`config.mk`:
```
export PLATFORM = sky130hd
export DESIGN_NAME = aoi322_cone_pipe
export DESIGN_NICKNAME = d
export VERILOG_FILES = /design/src/rtl/aoi322_cone_pipe_pkg.sv /design/src/rtl/aoi322_lane_fn.sv /design/src/rtl/aoi322_cone_pipe.sv
export SDC_FILE = /design/constraint.sdc
export NUM_CORES = 1
export LEC_CHECK = 0
export ABC_AREA = 1
export BUFFER_PORTS_ARGS = -buffer_cell sky130_fd_sc_hd__buf_2
export CAP_MARGIN = 20
export CORE_MARGIN = 1
export CORE_UTILIZATION = 49
export DETAILED_ROUTE_END_ITERATION = 8
export GPL_ROUTABILITY_DRIVEN = 1
export GPL_TIMING_DRIVEN = 0
export PLACE_DENSITY = 0.79
export RECOVER_POWER = 50
export REMOVE_ABC_BUFFERS = 1
export SLEW_MARGIN = 20
export SYNTH_ARGS = -nofsm -noshare
export SYNTH_HDL_FRONTEND = slang
export SYNTH_SLANG_ARGS = --single-unit
```
`constraint.sdc`:
```
create_clock -name clk -period 2.4 [get_ports clk]
set_clock_uncertainty 0.15 [all_clocks]
set_input_delay 0.12 -clock clk [delete_from_list [all_inputs] [get_ports clk]]
set_output_delay 0.12 -clock clk [all_outputs]
set_load 0.1 [all_outputs]
```
`src/rtl/aoi322_cone_pipe_pkg.sv`:
```
// Shared constants for the AOI322 cone pipeline: lane-function truth tables
// and the legal parameter ranges for the top level.
package aoi322_cone_pipe_pkg;

   localparam int WIDTH_MIN  = 1;
   localparam int WIDTH_MAX  = 64;
   localparam int STAGES_MIN = 1;
   localparam int STAGES_MAX = 4;

   // Indexed by {n_4, n_3, n_2, n_1, n_0}; a set bit means the lane output is 1.
   localparam logic [31:0] AOI322_TT     = 32'h2A00_3F00;
   localparam logic [31:0] AOI322_TT_INV = ~AOI322_TT;

   function automatic logic [4:0] lane_index(input logic n0, input logic n1,
                                             input logic n2, input logic n3,
                                             input logic n4);
      return {n4, n3, n2, n1, n0};
   endfunction

endpackage

```
`src/rtl/aoi322_lane_fn.sv`:
```
// Combinational per-lane AOI322 cone with optional output inversion,
// evaluated by table lookup so both polarities share one index path.
module aoi322_lane_fn
   import aoi322_cone_pipe_pkg::*;
#(
   parameter int WIDTH = 8
) (
   input  logic [WIDTH-1:0] n_0_i,
   input  logic [WIDTH-1:0] n_1_i,
   input  logic [WIDTH-1:0] n_2_i,
   input  logic [WIDTH-1:0] n_3_i,
   input  logic [WIDTH-1:0] n_4_i,
   input  logic             inv_mode_i,
   output logic [WIDTH-1:0] res_o
);

   for (genvar i = 0; i < WIDTH; i++) begin : g_lane
      logic [4:0] idx;
      assign idx      = lane_index(n_0_i[i], n_1_i[i], n_2_i[i], n_3_i[i], n_4_i[i]);
      assign res_o[i] = inv_mode_i ? AOI322_TT_INV[idx] : AOI322_TT[idx];
   end

endmodule

```
`src/rtl/aoi322_cone_pipe.sv`:
```
// Elastic STAGES-deep pipeline carrying the AOI322 lane results, with a
// saturating count of delivered nonzero results.
module aoi322_cone_pipe
   import aoi322_cone_pipe_pkg::*;
#(
   parameter int WIDTH  = 8,
   parameter int STAGES = 2,
   parameter int CNT_W  = 16
) (
   input  logic             clk,
   input  logic             rst_n,
   input  logic             in_valid,
   output logic             in_ready,
   input  logic [WIDTH-1:0] n_0,
   input  logic [WIDTH-1:0] n_1,
   input  logic [WIDTH-1:0] n_2,
   input  logic [WIDTH-1:0] n_3,
   input  logic [WIDTH-1:0] n_4,
   input  logic             inv_mode,
   output logic             out_valid,
   input  logic             out_ready,
   output logic [WIDTH-1:0] n_5,
   output logic [CNT_W-1:0] hit_cnt,
   input  logic             cnt_clr
);

   if (WIDTH < WIDTH_MIN || WIDTH > WIDTH_MAX ||
       STAGES < STAGES_MIN || STAGES > STAGES_MAX) begin : g_param_check
      $error("aoi322_cone_pipe: WIDTH or STAGES out of range");
   end

   logic [WIDTH-1:0] laneRes;
   logic [STAGES-1:0] slotValid;
   logic [STAGES-1:0] slotAdv;
   logic [WIDTH-1:0]  slotData [STAGES];
   logic              accept;
   logic              deliver;
   logic [CNT_W-1:0]  hitCnt_q;
   logic [CNT_W-1:0]  hitCnt_d;

   aoi322_lane_fn #(
      .WIDTH(WIDTH)
   ) u_lane_fn (
      .n_0_i      (n_0),
      .n_1_i      (n_1),
      .n_2_i      (n_2),
      .n_3_i      (n_3),
      .n_4_i      (n_4),
      .inv_mode_i (inv_mode),
      .res_o      (laneRes)
   );

   // Advance resolves from the output end backwards, so only valid bits and
   // out_ready feed it; in_valid never reaches in_ready.
   always_comb begin
      slotAdv = '0;
      slotAdv[STAGES-1] = slotValid[STAGES-1] & out_ready;
      for (int s = STAGES - 2; s >= 0; s--) begin
         slotAdv[s] = slotValid[s] & (~slotValid[s+1] | slotAdv[s+1]);
      end
   end

   assign in_ready = rst_n & (~slotValid[0] | slotAdv[0]);
   assign accept   = in_valid & in_ready;

   for (genvar s = 0; s < STAGES; s++) begin : g_slot
      logic             valid_q;
      logic             valid_d;
      logic             load;
      logic [WIDTH-1:0] data_q;
      logic [WIDTH-1:0] data_d;

      if (s == 0) begin : g_head
         assign load   = accept;
         assign data_d = laneRes;
      end else begin : g_body
         assign load   = slotAdv[s-1];
         assign data_d = slotData[s-1];
      end

      assign valid_d = load | (valid_q & ~slotAdv[s]);

      // Data only loads alongside a valid vector, so idle slots never toggle.
      always_ff @(posedge clk or negedge rst_n) begin
         if (!rst_n) begin
            valid_q <= 1'b0;
            data_q  <= '0;
         end else begin
            valid_q <= valid_d;
            if (load) begin
               data_q <= data_d;
            end
         end
      end

      assign slotValid[s] = valid_q;
      assign slotData[s]  = data_q;
   end

   assign out_valid = slotValid[STAGES-1];
   assign n_5       = slotData[STAGES-1];
   assign deliver   = out_valid & out_ready;

   always_comb begin
      hitCnt_d = hitCnt_q;
      if (cnt_clr) begin
         hitCnt_d = '0;
      end else if (deliver && (|n_5) && (hitCnt_q != {CNT_W{1'b1}})) begin
         hitCnt_d = hitCnt_q + CNT_W'(1);
      end
   end

   always_ff @(posedge clk or negedge rst_n) begin
      if (!rst_n) begin
         hitCnt_q <= '0;
      end else begin
         hitCnt_q <= hitCnt_d;
      end
   end

   assign hit_cnt = hitCnt_q;

endmodule

```
Word level (Yosys, flattened, before mapping)
Memories as Yosys holds them, arrays and structs flattened.
Index checks and enable logic that the tools add are counted.
{"block": "totals", "regBits": 34, "rom_bits": 512, "inputBits": 46, "elab_cells": 75, "n_memories": 16}
{"block": "classes", "add_sub_neg": 1, "magnitude_cmp": 8, "eq_ne": 1, "mux": 26, "bitwise_logic": 14, "reduce_logical": 4}
{"name": "(name not given)", "words": 32, "width": 1, "rd": 1, "rd_clocked_by_memory_dff": 0, "wr": 0, "line": "aoi322_lane_fn.sv:20", "rtl": "assign res_o[i] = inv_mode_i ? AOI322_TT_INV[idx] : AOI322_TT[idx];"}
{"name": "(name not given)", "words": 32, "width": 1, "rd": 1, "rd_clocked_by_memory_dff": 0, "wr": 0, "line": "aoi322_lane_fn.sv:20"}
{"name": "(name not given)", "words": 32, "width": 1, "rd": 1, "rd_clocked_by_memory_dff": 0, "wr": 0, "line": "aoi322_lane_fn.sv:20"}
{"name": "(name not given)", "words": 32, "width": 1, "rd": 1, "rd_clocked_by_memory_dff": 0, "wr": 0, "line": "aoi322_lane_fn.sv:20"}
{"name": "(name not given)", "words": 32, "width": 1, "rd": 1, "rd_clocked_by_memory_dff": 0, "wr": 0, "line": "aoi322_lane_fn.sv:20"}
{"name": "(name not given)", "words": 32, "width": 1, "rd": 1, "rd_clocked_by_memory_dff": 0, "wr": 0, "line": "aoi322_lane_fn.sv:20"}
{"name": "10 more memories"}
{"cell": "less-than comparator 5 x 6 -> 1 bit, second input constant", "count": 8}
{"cell": "2-to-1 mux 16 bit", "count": 2}
{"cell": "2-to-1 mux 1 bit", "count": 24}
{"cell": "adder 16 x 1 -> 16 bit, second input constant", "count": 1}
{"cell": "!= test 16 bit, second input constant", "count": 1}
{"cell": "OR reduction 8 bit", "count": 1}
{"cell": "bitwise AND 1 bit", "count": 6}
{"cell": "NOT 1 bit", "count": 4}
{"cell": "OR 1 bit", "count": 4}
{"cell": "logical AND 1 bit", "count": 2}
{"cell": "nonzero test 2 bit", "count": 1}

Depth between registers and ports, before layout
Gate-level depths: netlist of the first run.
{"block": "depth", "ltp_word": 7, "depth_mapped": 10, "ltp_nobuf": 9}

Hierarchy
A second synthesis of the first run with hierarchy kept.
{"block": "hier_totals", "hier_cells": 291, "hier_area_um2": 2004.4}
{"mod": "aoi322_cone_pipe", "instances": 1, "cells_per_inst": 233, "area_each_um2": 1749.2, "seq_area_each_um2": 850.8}
{"mod": "aoi322_lane_fn", "instances": 1, "cells_per_inst": 58, "area_each_um2": 255.2, "seq_area_each_um2": 0.0}

Worst setup path after synthesis of the first run
Ideal clock, no wire load.
{"block": "synth_timing", "kind": "register -> register", "start": "register hitCnt_q[0], in the netlist hit_cnt[0]", "end": "register hitCnt_q[8], in the netlist hit_cnt[8]", "arrival_time_ps": 2221, "required_ps": 2182, "path_slack_ps": -39, "stages_incl_launch_ff": 11, "path_buffers": 1, "path_cell_list": "dfrtp_1 > ha_1 > nand3_1 > inv_2 > nand2_2 > nor2_4 > nor2_4 > nor2_8 > buf_6 > nand2_1 > nand2_1"}
{"block": "synth_between", "elab_chain_cells": 3, "word_cells_on_any_way": 6}
{"element": "start, declared", "line": "aoi322_cone_pipe.sv:38", "rtl": "logic [CNT_W-1:0] hitCnt_q;"}
{"element": "start signal, assigned", "line": "aoi322_cone_pipe.sv:117", "rtl": "hitCnt_q <= hitCnt_d;"}
{"element": "adder 16 x 1 -> 16 bit / != test 16 bit (equally long branches)", "line": "aoi322_cone_pipe.sv:109, aoi322_cone_pipe.sv:108"}
{"element": "2-to-1 mux 16 bit / logical AND 1 bit (equally long branches)", "line": "aoi322_cone_pipe.sv:108", "rtl": "end else if (deliver && (|n_5) && (hitCnt_q != {CNT_W{1'b1}})) begin"}
{"element": "2-to-1 mux 16 bit / nonzero test 2 bit (equally long branches)"}
Several ways; a longest one is shown, not always the timed one. The select of a mux whose other input is x is not followed.
A chain may end at the register's enable or synchronous reset.

Worst setup path in the final report of the first run
{"block": "layout_timing", "start": "input rst_n", "end": "output in_ready"}
{"block": "layout_between", "elab_chain_cells": 1}
{"element": "start, declared", "line": "aoi322_cone_pipe.sv:11", "rtl": "input logic rst_n,"}
{"element": "bitwise AND 1 bit", "line": "aoi322_cone_pipe.sv:63", "rtl": "assign in_ready = rst_n & (~slotValid[0] | slotAdv[0]);"}
{"element": "end, declared", "line": "aoi322_cone_pipe.sv:13", "rtl": "output logic in_ready,"}
Every way passes these cells.

==> results of run 1 <==
report_power, final:
group	internal, mW	switching (mW)
sequential	0.640	0.0428
combinational	0.102	0.470
clock	0.311	0.202
state kept, by name, indices dropped and copies added (netlist names):
name / flops
g_slot.valid_q: 1
out_valid: 1
hit_cnt: 16
n_5: 8
g_slot.data_q: 8
worst max path at each step:
stage                              end  slack (ps)  cells past startpoint
3_5_place_dp   hit_cnt[12]$_DFFE_PN0P_         360                      9
6_report                      in_ready         180                      5
3_3_place_gp   hit_cnt[13]$_DFFE_PN0P_         380                      9
2_1_floorplan   hit_cnt[8]$_DFFE_PN0P_           2                      9
5_1_grt                       in_ready          20                      5
4_1_cts                       in_ready         110                      5
per-layer routing:
layer  wire length, microns  up-vias
met5                      0        -
met1                   1819      825
met3                    255        9
met2                   1927       69
met4                     92        0
li1                       -     1029
Yosys cell counts (3+ instances only):
cell type  instances
clkbuf_1           4
dfrtp_1           34
inv_1             30
nand2_1           91
nand3_1           15
nand4_1           17
nor2_1            27
nor2_4             3
o211ai_1           6
o21ai_0           18
o21bai_1           5
or2_2             10
critical path, stage by stage:
cell and delay [ps]:
dlygate4sd3_1 520, buf_2 600, nand2_1 200, inv_1 80
buf_2 420
cell type report:
type                    count  area [sq um]
clock buffers               7         76.32
clock inverters             1         30.03
fillers                   313          1282
inverters                  31         116.4
multi-input cells         203         982.2
flip-flops and latches     34         850.8
well taps                  48         60.06
repair buffers             74         372.9
metrics by stage:
| stage | util (%) | hold WS, ps | power, mW |
|---|---|---|---|
| 2_1_floorplan | - | -325.6 | 1.140 |
| 3_3_place_gp | 62.71 | 77.48 | 1.267 |
| 3_5_place_dp | 62.71 | 88.53 | 1.276 |
| 4_1_cts | 66.32 | 47.97 | 1.791 |
| 5_1_grt | 65.99 | 72.02 | 1.858 |
| 6_report | 65.99 | 43.18 | 1.767 |
cells by family (layout without fill, tap and decap cells):
group	Yosys count	count (layout)	share of synthesized area [%]
AND/OR/NAND/NOR	169	169	38.80
XOR/XNOR	2	2	0.8834
buffers and inverters	37	113	7.571
AO/OA/AOI/OAI	31	31	9.212
adder cells (fa/ha/maj)	1	1	0.6308
flip-flops	34	34	42.90
==> results.yml, run 1 <==
grt:
  met3_usage_pct: 6.424
  grtUsageMet1_pct: 24.92
  grt_max_degree: 36
  antenna_found_initial: 0
  overflow: 0
  grt_pass1_vias: 1739
  grt-busiest-layer: "met2"
  grt_pass1_wl_microns: 7251
  grt.total_usage_pct: 22.16
  use_met2_pct: 38.14
clock_tree:
  cts_resized: 0
  hold_buffers: 3
  root_buffer: "clkbuf_8"
  cts_num_sinks: 34
  cts.path.max_buffers: 2
  cts_buffers: 5
  htree_levels: 2
  path_clk_slew_ps: 70
  clk_latency_ps: 290
  post_cts_buffers: 0
  cts_tree: "done"
yosys:
  synth_ff_type: "dfrtp_1"
  synth.top_cell.area_share_pct: 42.90
  yosysWarnings: 0
  syn-mean-instance-area_sq_um: 7.238
  synth_top_cell_by_area: "dfrtp_1"
  postSynthCellCount: 274
  synth_cell_type_count: 22
  seq_area_frac_synth_pct: 42.90
  synth_edf_count: 0
  ys_ff_latch: 34
  synth.area.top_cells: "dfrtp_1, nand2_1, inv_1"
  syn-cell-area_sq_um: 1983
  async_flop_share_pct: 100.0
final_layout:
  drive_gt1_share_pct: 24.29
  area_delta_synth_final_pct: 25.49
  instances_no_fill: 398
  final_common_cell: "nand2_1"
  layout_common_cells: "nand2_1, buf_2, dfrtp_1"
  nets: 396
  num_antenna_cells: 0
  post-route-cell-area_sq_um: 2489
power_and_ir_drop:
  ir_worst_vdd_uv: 349.4
  p_per_area_nw_per_um2: 710.1
  leakagePower_nw: 1.322
timing:
  hold_violations: 0
  min_period_ps: 2217
  slew_viol_final: 0
  tightest_slew_ps: 1187
  slew_headroom_pct: 21.22
  max_freq_mhz: 451.1
  rsz0062_at_grt: "false"
  worst_slack_ps: 183.4
  setup_viol_count_final: 0
  min_period_over_period_pct: 92.36
  fin_tns_setup_ps: 0
worst_setup_path:
  reg2reg_from: "hit_cnt[0]$_DFFE_PN0P_"
  rr_worst_depth: 9
  arrival_ps: 1950
  worstSetupEndpointType: "output port"
  r2r_end: "hit_cnt[12]$_DFFE_PN0P_"
  cp_max_fo: 35
  worst-setup-path-type: "in2out"
  startpoint: "rst_n"
  startpoint_type: "primary input"
  worstPathRequired_ps: 2130
  rrSetupSlack_ps: 330
route:
  wl_microns: 4094
  drtIter0Drc: 94
  routed_via_density: 4.854
  first_pass_iters: 4
  routedWlPerCell_microns: 10.29
  drcViolationCount: 0
  via_count: 1932
  antenna_left: 0
hold_path:
  hold_start: "cnt_clr"
  hold_depth: 4
  hold_class: "in2reg"
  whs_endpoint: "hit_cnt[5]$_DFFE_PN0P_"
placement:
  io_buffers: 71
  place_inst: 387
  post-place-ws_ps: 357.9
  place.gp.congestion: 0.8233
  dp_hpwl_microns: 2997
  dpl-instance-area_sq_um: 2365
floorplanning:
  io_pins: 72
  die_h_microns: 65.62
  die_w_microns: 65.62
  dieArea_sq_um: 4305
  core_sq_um: 3771
  rows: 22
  start_util_pct: 52.59
outcome:
  status: "finished clean"
run:
  timing.max_cap.violations: 0
(Power assumes the default switching activity.)
==> run 2, diff against run 1 <==
- ABC_AREA: 1 -> default
- CORE_MARGIN: 1 -> default
- PLACE_DENSITY: 0.79 -> 0.8
==> results.yml, run 2 <==
clock_tree:
  cts.path.max_buffers: 2
  clk_latency_ps: 290
  htree_levels: 2
  cts_buffers: 5
  path_clk_slew_ps: 60
  cts_tree: "done"
  cts_num_sinks: 34
  root_buffer: "clkbuf_8"
route:
  first_pass_iters: 4
  wl_microns: 3726
  antenna_left: 0
  routedWlPerCell_microns: 11.75
  drtIter0Drc: 90
  via_count: 1703
  routed_via_density: 5.372
  drcViolationCount: 0
grt:
  overflow: 0
  grt_max_degree: 37
  grt_pass1_vias: 1580
  grt.total_usage_pct: 20.92
  grt_pass1_wl_microns: 6596
  antenna_found_initial: 0
yosys:
  syn-cell-area_sq_um: 1892
  ys_ff_latch: 34
  yosysWarnings: 0
  synth_ff_type: "dfrtp_1"
  postSynthCellCount: 193
  syn-mean-instance-area_sq_um: 9.802
  synth_top_cell_by_area: "dfrtp_1"
  async_flop_share_pct: 100.0
  synth.top_cell.area_share_pct: 44.97
  synth.area.top_cells: "dfrtp_1, nand2_1, mux2_2"
  seq_area_frac_synth_pct: 44.97
  synth_cell_type_count: 41
  synth_most_common_cell: "dfrtp_1"
  synth_edf_count: 0
  yosys-top-cells-count: "dfrtp_1, nand2_1, nand3_1"
timing:
  slew_viol_final: 0
  setup_viol_count_final: 0
  slew_headroom_pct: 21.29
  rsz0062_at_grt: "false"
  min_period_over_period_pct: 93.79
  tightest_slew_ps: 1186
  max_freq_mhz: 444.3
  hold_violations: 0
  min_period_ps: 2251
hold_path:
  hold_class: "in2reg"
worst_setup_path:
  reg2reg_from: "n_5[5]$_DFFE_PN0P_"
  worst-setup-path-type: "reg2reg"
  cp_max_fo: 24
  cp_num_buf_inv: 0
  arrival_ps: 2270
  startpoint_type: "flop"
  worstPathRequired_ps: 2410
  r2r_end: "hit_cnt[12]$_DFFE_PN0P_"
  rr_worst_depth: 4
  critPathCapture: "hit_cnt[12]$_DFFE_PN0P_"
  crit_chain: "or4_4, o211ai_4, nor4_1, mux2_1"
  cp_top_family: "simple AND/OR/NAND/NOR gates"
  crit_path_max_incr_delay_ps: 570
  rrSetupSlack_ps: 150
  cp.depth: 4
  cpMaxStageDelayCell: "or4_4"
  worstSetupEndpointType: "flop"
  startpoint: "n_5[5]$_DFFE_PN0P_"
placement:
  dpl-instance-area_sq_um: 2265
  io_buffers: 71
  place.gp.congestion: 0.8424
  dp_hpwl_microns: 2784
  place_inst: 305
final_layout:
  utilization_pct: 64.72
  area_delta_synth_final_pct: 26.19
  layout_common_cells: "buf_2, dfrtp_1, nand2_1"
  final_common_cell: "buf_2"
  instances_no_fill: 317
  num_antenna_cells: 0
  drive_gt1_share_pct: 32.34
  nFillCells: 334
  post-route-cell-area_sq_um: 2387
  largest_register_ffs: 16
  nets: 315
outcome:
  status: "finished clean"
floorplanning:
  core_sq_um: 3689
  dieArea_sq_um: 4113
  io_pins: 72
  start_util_pct: 51.29
  die_h_microns: 64.14
  rows: 22
  die_w_microns: 64.14
power_and_ir_drop:
  power_mw: 1.801
  ir_worst_vdd_uv: 565.4
  p_per_area_nw_per_um2: 754.6
  leakagePower_nw: 1.121
run:
  timing.max_cap.violations: 0
[run 2: cell types whose count changed after synthesis, sizes merged, moves of 6 or more]
cell,previous run,this run
a21oi,0,8
nand4,17,5
nor4,0,8
o21ai,20,10
inv,31,4
nor2,32,8
or2,10,0
nand2,93,25
nand2b,0,10
xor2,2,8
mux2,0,13
or4,0,8
[run 2: metal layers]
| metal | track usage, % | part of all wire, % | up-vias |
|---|---|---|---|
| li1 | - | - | 859 |
| met1 | 22.04 | 42 | 772 |
| met2 | 38.16 | 49 | 65 |
| met3 | 6.250 | 7.3 | 7 |
| met4 | 9.167 | 1.9 | 0 |
| met5 | 0 | 0 | - |
[run 2: cells by family after synthesis]
family          share of synthesized area, %
compound gates                         11.18
xor+xnor                               3.704
fa+ha+maj                             0.6613
buf+inv                                3.042
flops                                  44.97
mux                                    8.135
simple gates                           28.31
[run 2: worst min-delay path: stages]
cell and delay (ps):
buf_2 130, nand2b_1 130, nand2b_1 60
[run 2: final cells by class]
class / instances / area (sq um) / area share (%)
Multi-Input combinational cell: 148 / 997.2 / 41.77
Timing Repair Buffer: 75 / 372.9 / 15.62
Clock buffer: 7 / 86.33 / 3.616
Tap cell: 48 / 60.06 / 2.516
Clock inverter: 1 / 5.005 / 0.2096
Inverter: 4 / 15.01 / 0.6289
Sequential cell: 34 / 850.8 / 35.64
[run 2: worst min path at each step]
stage	start	end	slack [ps]	cells after the start
after CTS	out_ready	out_valid$_DFF_PN0_	30	3
final	out_ready	out_valid$_DFF_PN0_	40	3
after global routing	out_ready	out_valid$_DFF_PN0_	40	3
after detailed placement	rst_n	hit_cnt[3]$_DFFE_PN0P_	90	1
after global placement	rst_n	hit_cnt[4]$_DFFE_PN0P_	80	1
after floorplan	rst_n	g_slot[0].data_q[0]$_DFFE_PN0P_	-330	0
[run 2: stage by stage]
step                      TNS [ps]  hold WS [ps]  setup slack, ps
final                            0         42.75            149.1
after global routing             0         43.83            57.53
after CTS                        0         30.29            69.08
after detailed placement    -986.4         90.55           -225.2
after global placement      -750.8         82.62           -210.2
after floorplan              -4397        -325.6           -557.4
[run 2: report_power, final]
part / switching, mW / internal (mW) / total [mW]
combinational: 0.525 / 0.137 / 0.662
sequential: 0.0575 / 0.651 / 0.709
clock: 0.199 / 0.231 / 0.430
[run 2: what timing repair did]
item	4_1_cts	5_1_grt
hold buffers	1	0
gates resized for setup	1	1
hold endpoints to repair	34	0
endpoints found under the setup margin	9	12
buffers inserted	0	3
pin swaps	0	1
